**config.mk**
```make
export PLATFORM = sky130hd
export DESIGN_NAME = dfm_measure_mc
export DESIGN_NICKNAME = d
export VERILOG_FILES = /design/src/rtl/dfm_measure_mc.sv
export SDC_FILE = /design/constraint.sdc
export NUM_CORES = 1
export LEC_CHECK = 0
export ABC_AREA = 1
export BUFFER_PORTS_ARGS = -buffer_cell sky130_fd_sc_hd__buf_2
export CORE_ASPECT_RATIO = 1.25
export CORE_MARGIN = 4
export CORE_UTILIZATION = 30
export DETAILED_ROUTE_END_ITERATION = 7
export GPL_TIMING_DRIVEN = 0
export PLACE_DENSITY = 0.5
export SLEW_MARGIN = 25
export SYNTH_ARGS = -nofsm -noshare
export SYNTH_HDL_FRONTEND = slang
export SYNTH_SLANG_ARGS = --single-unit
```
**constraint.sdc**
```tcl
create_clock -name clk_i -period 1.98 [get_ports clk_i]
set_clock_uncertainty 0.2 [all_clocks]
set_input_delay 0 -clock clk_i [delete_from_list [all_inputs] [get_ports clk_i]]
set_output_delay 0 -clock clk_i [all_outputs]
set_load 0.005 [all_outputs]
```
**src/rtl/dfm_measure_mc.sv**
```systemverilog
// rtl/dfm_measure_mc.sv - multi-channel reciprocal frequency counter with sequential regfile dump
// Optional macro DFM_CONT_MEAS_EN adds cont_i for back-to-back measurements without a new gate_st_i.
module dfm_measure_mc #(
    parameter int CH_NUM     = 4,
    parameter int CNT_WIDTH  = 32,
    parameter int GATE_WIDTH = 8,
    parameter int GATE_TICKS = 100,
    localparam int CHW       = (CH_NUM > 1) ? $clog2(CH_NUM) : 1
) (
    input  logic                   clk_i,
    input  logic                   rst_n_i,
    input  logic [CH_NUM-1:0]      sig_clk_i,
    input  logic                   gate_st_i,
    input  logic [GATE_WIDTH-1:0]  gate_time_i,
`ifdef DFM_CONT_MEAS_EN
    input  logic                   cont_i,
`endif
    output logic                   busy_o,
    output logic                   done_o,
    output logic                   reg_wr_en_o,
    output logic [CHW-1:0]         reg_wr_ch_o,
    output logic [2*CNT_WIDTH-1:0] reg_wr_data_o,
    output logic                   reg_wr_vld_o
);

    localparam longint unsigned MAX_2P = 64'd2 * ((64'd1 << GATE_WIDTH) - 64'd1) * 64'(GATE_TICKS);
    localparam int TW = $clog2(MAX_2P + 64'd1);
    localparam int IW = $clog2(CH_NUM + 1);

    typedef enum logic [1:0] {S_IDLE, S_RUN, S_DUMP} state_t;
    typedef enum logic [1:0] {C_WAIT, C_COUNT, C_CLOSED} ch_state_t;

    state_t                 state;
    ch_state_t              ch_st   [CH_NUM];
    logic [CNT_WIDTH-1:0]   sig_cnt [CH_NUM];
    logic [CNT_WIDTH-1:0]   ref_cnt [CH_NUM];
    logic [TW-1:0]          preset;
    logic [TW-1:0]          timer;
    logic [IW-1:0]          wr_idx;
    logic [CH_NUM-1:0]      sync1, sync2, sync3, edge_q;

    logic [GATE_WIDTH-1:0]  gate_eff;
    logic [TW-1:0]          preset_next;
    logic [TW-1:0]          two_p;
    logic                   all_closed;
    logic [2*CNT_WIDTH-1:0] sel_data;
    logic                   sel_vld;
    logic                   last_step;
    logic                   restart;
    logic                   start;

    // Edge pulse appears three clk_i cycles after the raw input edge.
    always_ff @(posedge clk_i or negedge rst_n_i) begin
        if (!rst_n_i) begin
            sync1  <= '0;
            sync2  <= '0;
            sync3  <= '0;
            edge_q <= '0;
        end else begin
            sync1  <= sig_clk_i;
            sync2  <= sync1;
            sync3  <= sync2;
            edge_q <= sync2 & ~sync3;
        end
    end

    assign gate_eff    = (gate_time_i == '0) ? GATE_WIDTH'(1) : gate_time_i;
    assign preset_next = TW'(gate_eff) * TW'(GATE_TICKS);
    assign two_p       = {preset[TW-2:0], 1'b0};
    assign last_step   = (state == S_DUMP) && (wr_idx == IW'(CH_NUM));

`ifdef DFM_CONT_MEAS_EN
    assign restart = last_step && cont_i;
`else
    assign restart = 1'b0;
`endif
    assign start = ((state == S_IDLE) && gate_st_i) || restart;

    always_comb begin
        all_closed = 1'b1;
        sel_data   = '0;
        sel_vld    = 1'b0;
        for (int i = 0; i < CH_NUM; i++) begin
            if (ch_st[i] != C_CLOSED)
                all_closed = 1'b0;
            // Channels still open at timeout are reported as zero data, invalid.
            if ((IW'(i) == wr_idx) && (ch_st[i] == C_CLOSED)) begin
                sel_data = {sig_cnt[i], ref_cnt[i]};
                sel_vld  = 1'b1;
            end
        end
    end

    always_ff @(posedge clk_i or negedge rst_n_i) begin
        if (!rst_n_i) begin
            state         <= S_IDLE;
            preset        <= '0;
            timer         <= '0;
            wr_idx        <= '0;
            busy_o        <= 1'b0;
            done_o        <= 1'b0;
            reg_wr_en_o   <= 1'b0;
            reg_wr_ch_o   <= '0;
            reg_wr_data_o <= '0;
            reg_wr_vld_o  <= 1'b0;
            for (int i = 0; i < CH_NUM; i++) begin
                ch_st[i]   <= C_WAIT;
                sig_cnt[i] <= '0;
                ref_cnt[i] <= '0;
            end
        end else begin
            done_o        <= 1'b0;
            reg_wr_en_o   <= 1'b0;
            reg_wr_ch_o   <= '0;
            reg_wr_data_o <= '0;
            reg_wr_vld_o  <= 1'b0;
            case (state)
                S_RUN: begin
                    timer <= timer + TW'(1);
                    for (int i = 0; i < CH_NUM; i++) begin
                        case (ch_st[i])
                            C_WAIT: begin
                                if (edge_q[i])
                                    ch_st[i] <= C_COUNT;
                            end
                            C_COUNT: begin
                                if (ref_cnt[i] != '1)
                                    ref_cnt[i] <= ref_cnt[i] + CNT_WIDTH'(1);
                                if (edge_q[i]) begin
                                    if (sig_cnt[i] != '1)
                                        sig_cnt[i] <= sig_cnt[i] + CNT_WIDTH'(1);
                                    if (timer >= preset)
                                        ch_st[i] <= C_CLOSED;
                                end
                            end
                            default: ;
                        endcase
                    end
                    if (all_closed || (timer == two_p)) begin
                        state  <= S_DUMP;
                        wr_idx <= '0;
                    end
                end
                S_DUMP: begin
                    if (last_step) begin
                        done_o <= 1'b1;
                        busy_o <= 1'b0;
                        state  <= S_IDLE;
                    end else begin
                        reg_wr_en_o   <= 1'b1;
                        reg_wr_ch_o   <= CHW'(wr_idx);
                        reg_wr_data_o <= sel_data;
                        reg_wr_vld_o  <= sel_vld;
                        wr_idx        <= wr_idx + IW'(1);
                    end
                end
                default: state <= S_IDLE;
            endcase
            if (start) begin
                state  <= S_RUN;
                busy_o <= 1'b1;
                preset <= preset_next;
                timer  <= '0;
                wr_idx <= '0;
                for (int i = 0; i < CH_NUM; i++) begin
                    ch_st[i]   <= C_WAIT;
                    sig_cnt[i] <= '0;
                    ref_cnt[i] <= '0;
                end
            end
        end
    end

endmodule
```
==> flow_summary.ini, run 1 <==
[timing]
maxSlewViolCount = 0
worst_pin_slew_ns = 0.5040
relSlewSlack = 0.6640
fin_setup_tns_ns = -11.20
finalSetupViolations = 134
period_needed_ns = 2.243
fmax_mhz = 445.9
fin_crit_sh = 1.133
fin_ws_ns = -0.2629
hold_viol_final = 47
rsz0062_at_grt = yes
fin_hold_ws_ns = -0.4987

[yosys]
synth_area_um2 = 25210
synth-edff-count = 0
yosys_warnings = 0
async_flop_share = 1.000
ys_ff_latch = 384
ys.flop_type = dfrtp_1
yosys.area.top_type = dfrtp_1
ys_types = 38
syn_avg_cell_area_um2 = 6.516
yosysSeqAreaShare = 0.3811
synth_fp_nets = 3943
ys_top_cells_by_area = dfrtp_1 (38%), nand2_1 (20%), nor2_1 (8.3%)
netlist.area_leader.share = 0.3811
synth_cells = 3869

[critical_path]
crit_start = gate_time_i[1]
crit_arrival_ns = 2.51
crit_buf_inv = 3
cpPeakStageDelay_ns = 0.59
path_max_fanout = 5
path_class = in -> reg
worst_setup_path_start_kind = input port
cp-end-kind = flip-flop
cp.required_ns = 2.25
cpMaxStageDelayCell = fa_1
crit_chain = buf_4, nor2_4, nand4_1, inv_2, buf_12, nor2_4, nor2_2, nor2_1, ha_2, fa_1, ha_4, a21oi_2, nand2_2, a21oi_2, xor2_1, o21ai_1
reg2reg_from = wr_idx[1]
crit_family = adder cells

[route]
routed_wl_um = 105300
drc = 0
detail-route-antenna-nets = 0
post_drt_via_cell_ratio = 5.014
drt_iter0_drc = 2096
vias = 26958
post_drt_wl_per_cell_um = 19.59
first_pass_iters = 6

[cells_and_area]
synthToLayoutAreaGrowth_pct = 44.32
final_common_cell = nand2_1
layout-drive-gt1-share = 0.3166
final_cell_mix = nand2_1 (1143), nor2_1 (443), nand3_1 (355), inv_1 (287), dfrtp_1 (239)
layout.nets = 4332

[floorplan]
die_x_um = 267.3
start_util = 0.3033
die_height_um = 332.1
coreArea_um2 = 83120
dieArea_um2 = 88770
io_pins = 85
rows = 118

[power_and_ir_drop]
vdd_drop_max_mv = 0.7605
power_density_nw_per_um2 = 931.4
pwr-share-comb = 0.442
swShare = 0.3972
switchingPower_mw = 13.46
seq_power_share = 0.275
clkPwrFrac = 0.283
intPower_mw = 20.43
leakage_nw = 14.52

[placed_design]
place_hpwl_um = 76480
pre_cts_slack_ns = -1.170
port_buffers = 84
gp_congestion = 0.9861

[global_routing]
grt_overflow_total = 0
antenna_found_initial = 1
grt_usage = 0.2266
grt_pass1_vias = 25450
grt_pass1_wl_um = 155200
grt_max_degree = 83

[cts]
cts_tree = built
cts_sinks = 384
h-tree-depth = 2
worstSkewPairLatency_ns = 0.62
hold_buffers = 13
path_clk_slew_ns = 0.06
cts_buffers = 47
cts-root-buf = clkbuf_16
clk_path_buf_depth = 3

[worst_hold_path]
hp-class = in -> reg
hp-start = gate_time_i[1]

[run]
cap_violations = 0

[outcome]
status = finished with violations
violations = hold timing, setup timing
[cells in the mapped netlist (all sizes together), types with 6 or more instances]
library cell / instances
nand2: 1337
nor2: 567
o21ai: 457
nand3: 387
dfrtp: 384
inv: 324
buf: 91
a21oi: 64
ha: 56
or2: 54
clkbuf: 44
xor2: 37
a31oi: 16
nand4: 14
xnor2: 12
nor3: 6
[kinds of logic (layout without fill, tap and decap cells)]
group,Yosys count,after routing,share of synthesized area
compound gates,552,552,0.1124
xor+xnor,49,49,0.01702
fa+ha+maj,59,59,0.03017
buf+inv,459,883,0.07573
flops,384,384,0.3811
other cells,0,1,0
simple gates,2366,2369,0.3836
[layout make-up]
class / instances / area, um^2
repair buffers: 340 / 3486
plain buffers: 132 / 1618
inverters: 324 / 1296
flip-flops and latches: 384 / 9791
clock inverters: 25 / 371.6
diodes: 1 / 2.502
well taps: 1080 / 1351
fillers: 8390 / 46740
multi-input cells: 3029 / 17160
clock buffers: 62 / 1314
[worst reg2reg max path: stages (launching register included)]
cell	delay, ns
dfrtp_1	0.42
inv_2	0.12
ha_4	0.15
inv_4	0.03
nor2_4	0.12
nand2_4	0.12
a21oi_4	0.32
buf_12	0.18
buf_12	0.12
buf_12	0.14
a21oi_2	0.06
nor2_2	0.16
[power groups by stage]
stage | Sequential [mW] | Combinational (mW) | Clock (mW)
2_1_floorplan | 9.19 | 5.23 | 0
3_3_place_gp | 9.44 | 8.41 | 0
3_5_place_dp | 9.43 | 8.46 | 0
4_1_cts | 9.30 | 12.2 | 9.79
5_1_grt | 9.42 | 15.9 | 10.1
6_report | 9.34 | 15.0 | 9.59
[path summary, 6_finish.rpt]
kind | to | cells after the start | slack, ns
worst max register to register | reg_wr_data_o[0] | 11 | -0.24
worst min register to register | sync2[2] | 0 | 0.15
min in group asynchronous | preset[12] | 2 | -0.30
max in group asynchronous | sig_cnt[13] | 5 | 0.37
worst max-delay path | preset[11] | 16 | -0.26
worst min-delay path | preset[3] | 3 | -0.50
[routing by layer]
layer / routed length [um] / share of wire / up-vias / track usage
li1: - / - / 13200 / -
met1: 44470 / 0.42 / 12755 / 0.2955
met2: 50180 / 0.48 / 787 / 0.3811
met3: 5367 / 0.051 / 216 / 0.02489
met4: 5330 / 0.051 / 0 / 0.09478
met5: 0 / 0 / - / 0
[metrics by stage]
stage | power [mW] | hold WS, ns | util | area (um^2) | std cells
6_report | 33.89 | -0.4987 | 0.4377 | 36390 | 5377
5_1_grt | 35.45 | -0.4955 | 0.4377 | 36380 | 5376
4_1_cts | 31.32 | -0.5167 | 0.3994 | 33200 | 5255
3_5_place_dp | 17.89 | -0.2767 | 0.3280 | 27260 | 5038
3_3_place_gp | 17.85 | -0.08892 | 0.3262 | 27110 | 5033
2_1_floorplan | 14.42 | -0.4956 | - | 25340 | 3869
[registers in the layout, indices dropped and copies added, names as in the netlist]
name / flops
edge_q: 4
busy_o: 1
reg_wr_vld_o: 1
ch_st: 8
sync1: 4
done_o: 1
state: 2
ref_cnt: 128
sig_cnt: 128
reg_wr_ch_o: 2
reg_wr_data_o: 64
reg_wr_en_o: 1
sync3: 4
wr_idx: 3
preset: 13
timer: 16
sync2: 4
[what timing repair did]
item                                    4_1_cts  5_1_grt
endpoints found under the hold margin       249       47
gates resized for setup                     870      680
setup buffers                                98      106
pin swaps                                   106      117
cloned                                       19       26
endpoints found under the setup margin      352      341
(Power assumes the default switching activity.)
==> run 2, diff against run 1 <==
- PLACE_DENSITY: 0.5 -> 0.48
- clock period: 1.98 -> 2.7 ns (I/O delays scaled with it)
==> run 2 against run 1 <==
- the flow now finishes without violations
- first-iteration DRC count increased by 4.3%
- routed wire length decreased by 5.7%
- register-to-register slack improved by 0.37 ns
- cell count decreased by 4.2%
- critical path type is now reg -> reg
- critical endpoint is now reg_wr_data_o[4]
- largest power group is now the clock network
==> flow_summary.ini, run 2 (same netlist as run 1, synthesis figures left out) <==
[route]
drt_iter0_drc = 2186
post_drt_via_cell_ratio = 4.921
post_drt_wl_per_cell_um = 19.28
routed_wl_um = 99340
first_pass_iters = 6
vias = 25355
detail-route-antenna-nets = 0
drc = 0

[placed_design]
gp_congestion = 0.9587
place_hpwl_um = 78010
pre_cts_slack_ns = -0.8303
dp.cells = 5039
port_buffers = 84

[cells_and_area]
layout.nets = 4108
synthToLayoutAreaGrowth_pct = 16.22
final_common_cell = nand2_1
largestRegisters = ref_cnt x128, sig_cnt x128, reg_wr_data_o x64
final_cells = 5152
layout-drive-gt1-share = 0.1034
utilization = 0.3525
fillers = 9106
final_cell_mix = nand2_1 (1330), nor2_1 (557), dfrtp_1 (383), nand3_1 (372), o21ai_0 (312)
antenna_cells = 0

[power_and_ir_drop]
power_density_nw_per_um2 = 690.2
vdd_drop_max_mv = 0.5919
leakage_nw = 12.08
power.total_mw = 20.22

[worst_hold_path]
hp-class = in -> reg

[global_routing]
antenna_found_initial = 4
grt_pass1_wl_um = 151200
grt_usage = 0.2214
grt_max_degree = 82
grt_overflow_total = 0
grt_pass1_vias = 24661

[timing]
rsz0062_at_grt = yes
relSlewSlack = 0.4477
worst_pin_slew_ns = 0.8229
fin_hold_ws_ns = 0.02237
maxSlewViolCount = 0
finalSetupViolations = 0
period_needed_ns = 2.569
hold_viol_final = 0
fin_crit_sh = 0.9514
fin_ws_ns = 0.1312
fmax_mhz = 389.3

[floorplan]
rows = 118
die_height_um = 332.1
start_util = 0.3033
coreArea_um2 = 83120
die_x_um = 267.3
io_pins = 85
dieArea_um2 = 88770

[critical_path]
crit_arrival_ns = 2.83
worst_setup_path_start_kind = flip-flop
cp-end-kind = flip-flop
cp.required_ns = 2.96
path_max_fanout = 10
path_class = reg -> reg

[cts]
path_clk_slew_ns = 0.06
h-tree-depth = 2
cts-root-buf = clkbuf_16
cts_tree = built
cts_sinks = 384
cts_buffers = 46
clk_path_buf_depth = 3
worstSkewPairLatency_ns = 0.63

[outcome]
status = completed

[run]
cap_violations = 0
-- run 2: changes by cell type in the layout (fill, tap and decap cells not counted), moves of 79 or more --
cell     delta
nand2_1   +187
nor2_2     -79
nand2_2   -120
buf_4     -153
dfrtp_1   +144
o21ai_2    -84
o21ai_0   +195
dfrtp_2   -144
nor2_1    +114
-- run 2: path summary, 6_finish.rpt --
kind	slack [ns]	startpoint	cells after the start	to
setup reg to reg	0.13	wr_idx[1]	10	reg_wr_data_o[4]
max in group asynchronous	0.95	rst_n_i	6	ref_cnt[23]
hold / removal	0.02	gate_st_i	5	sig_cnt[84]
min in group asynchronous	0.24	rst_n_i	4	sig_cnt[118]
hold reg to reg	0.15	sync1[3]	0	sync2[3]
setup / recovery	0.13	wr_idx[1]	10	reg_wr_data_o[4]
-- run 2: report_power, final --
group	internal, mW	switching, mW	leakage, nW
Sequential	6.25	0.588	5.26
Combinational	1.71	4.64	6.01
Clock	4.18	2.85	0.809
-- run 2: area by class of cell --
class	instances	area [um^2]	area share
Buffer	134	739.5	0.02524
Clock buffer	54	1242	0.04240
Tap cell	1080	1351	0.04612
Inverter	324	1216	0.04151
Multi-Input combinational cell	3026	13850	0.4727
Sequential cell	384	9610	0.3280
Timing Repair Buffer	118	853.3	0.02912
Clock inverter	32	436.7	0.01490
-- run 2: layer usage --
| metal | GRT usage | up-vias | share of wire |
|---|---|---|---|
| li1 | - | 12713 | - |
| met1 | 0.2800 | 11815 | 0.43 |
| met2 | 0.3808 | 639 | 0.48 |
| met3 | 0.02571 | 186 | 0.042 |
| met4 | 0.09490 | 2 | 0.051 |
| met5 | 0 | - | 0.00013 |
-- run 2: metrics by stage --
stage,setup TNS (ns),area (um^2)
floorplan,0,25230
global placement,-2741.28,27000
detailed placement,-29.84,27160
CTS,-0.1645,29230
global route,-0.04566,29300
finish,0,29300
-- run 2: timing repair --
action | in CTS | in global routing
pin swaps | 2 | 2
setup buffers | 4 | 1
endpoints found under the setup margin | 65 | 143
resized for setup | 50 | 28
hold buffers | 23 | 0
hold endpoints to repair | 395 | 0
-- run 2: critical path, cell delays in order (launching register included) --
cell	delay (ns)
dfrtp_1	0.41
inv_1	0.12
ha_1	0.15
inv_1	0.06
nor2_4	0.12
nand2_2	0.14
buf_4	0.25
clkbuf_2	0.30
o21ai_2	0.27
nand2_1	0.09
a31oi_1	0.33
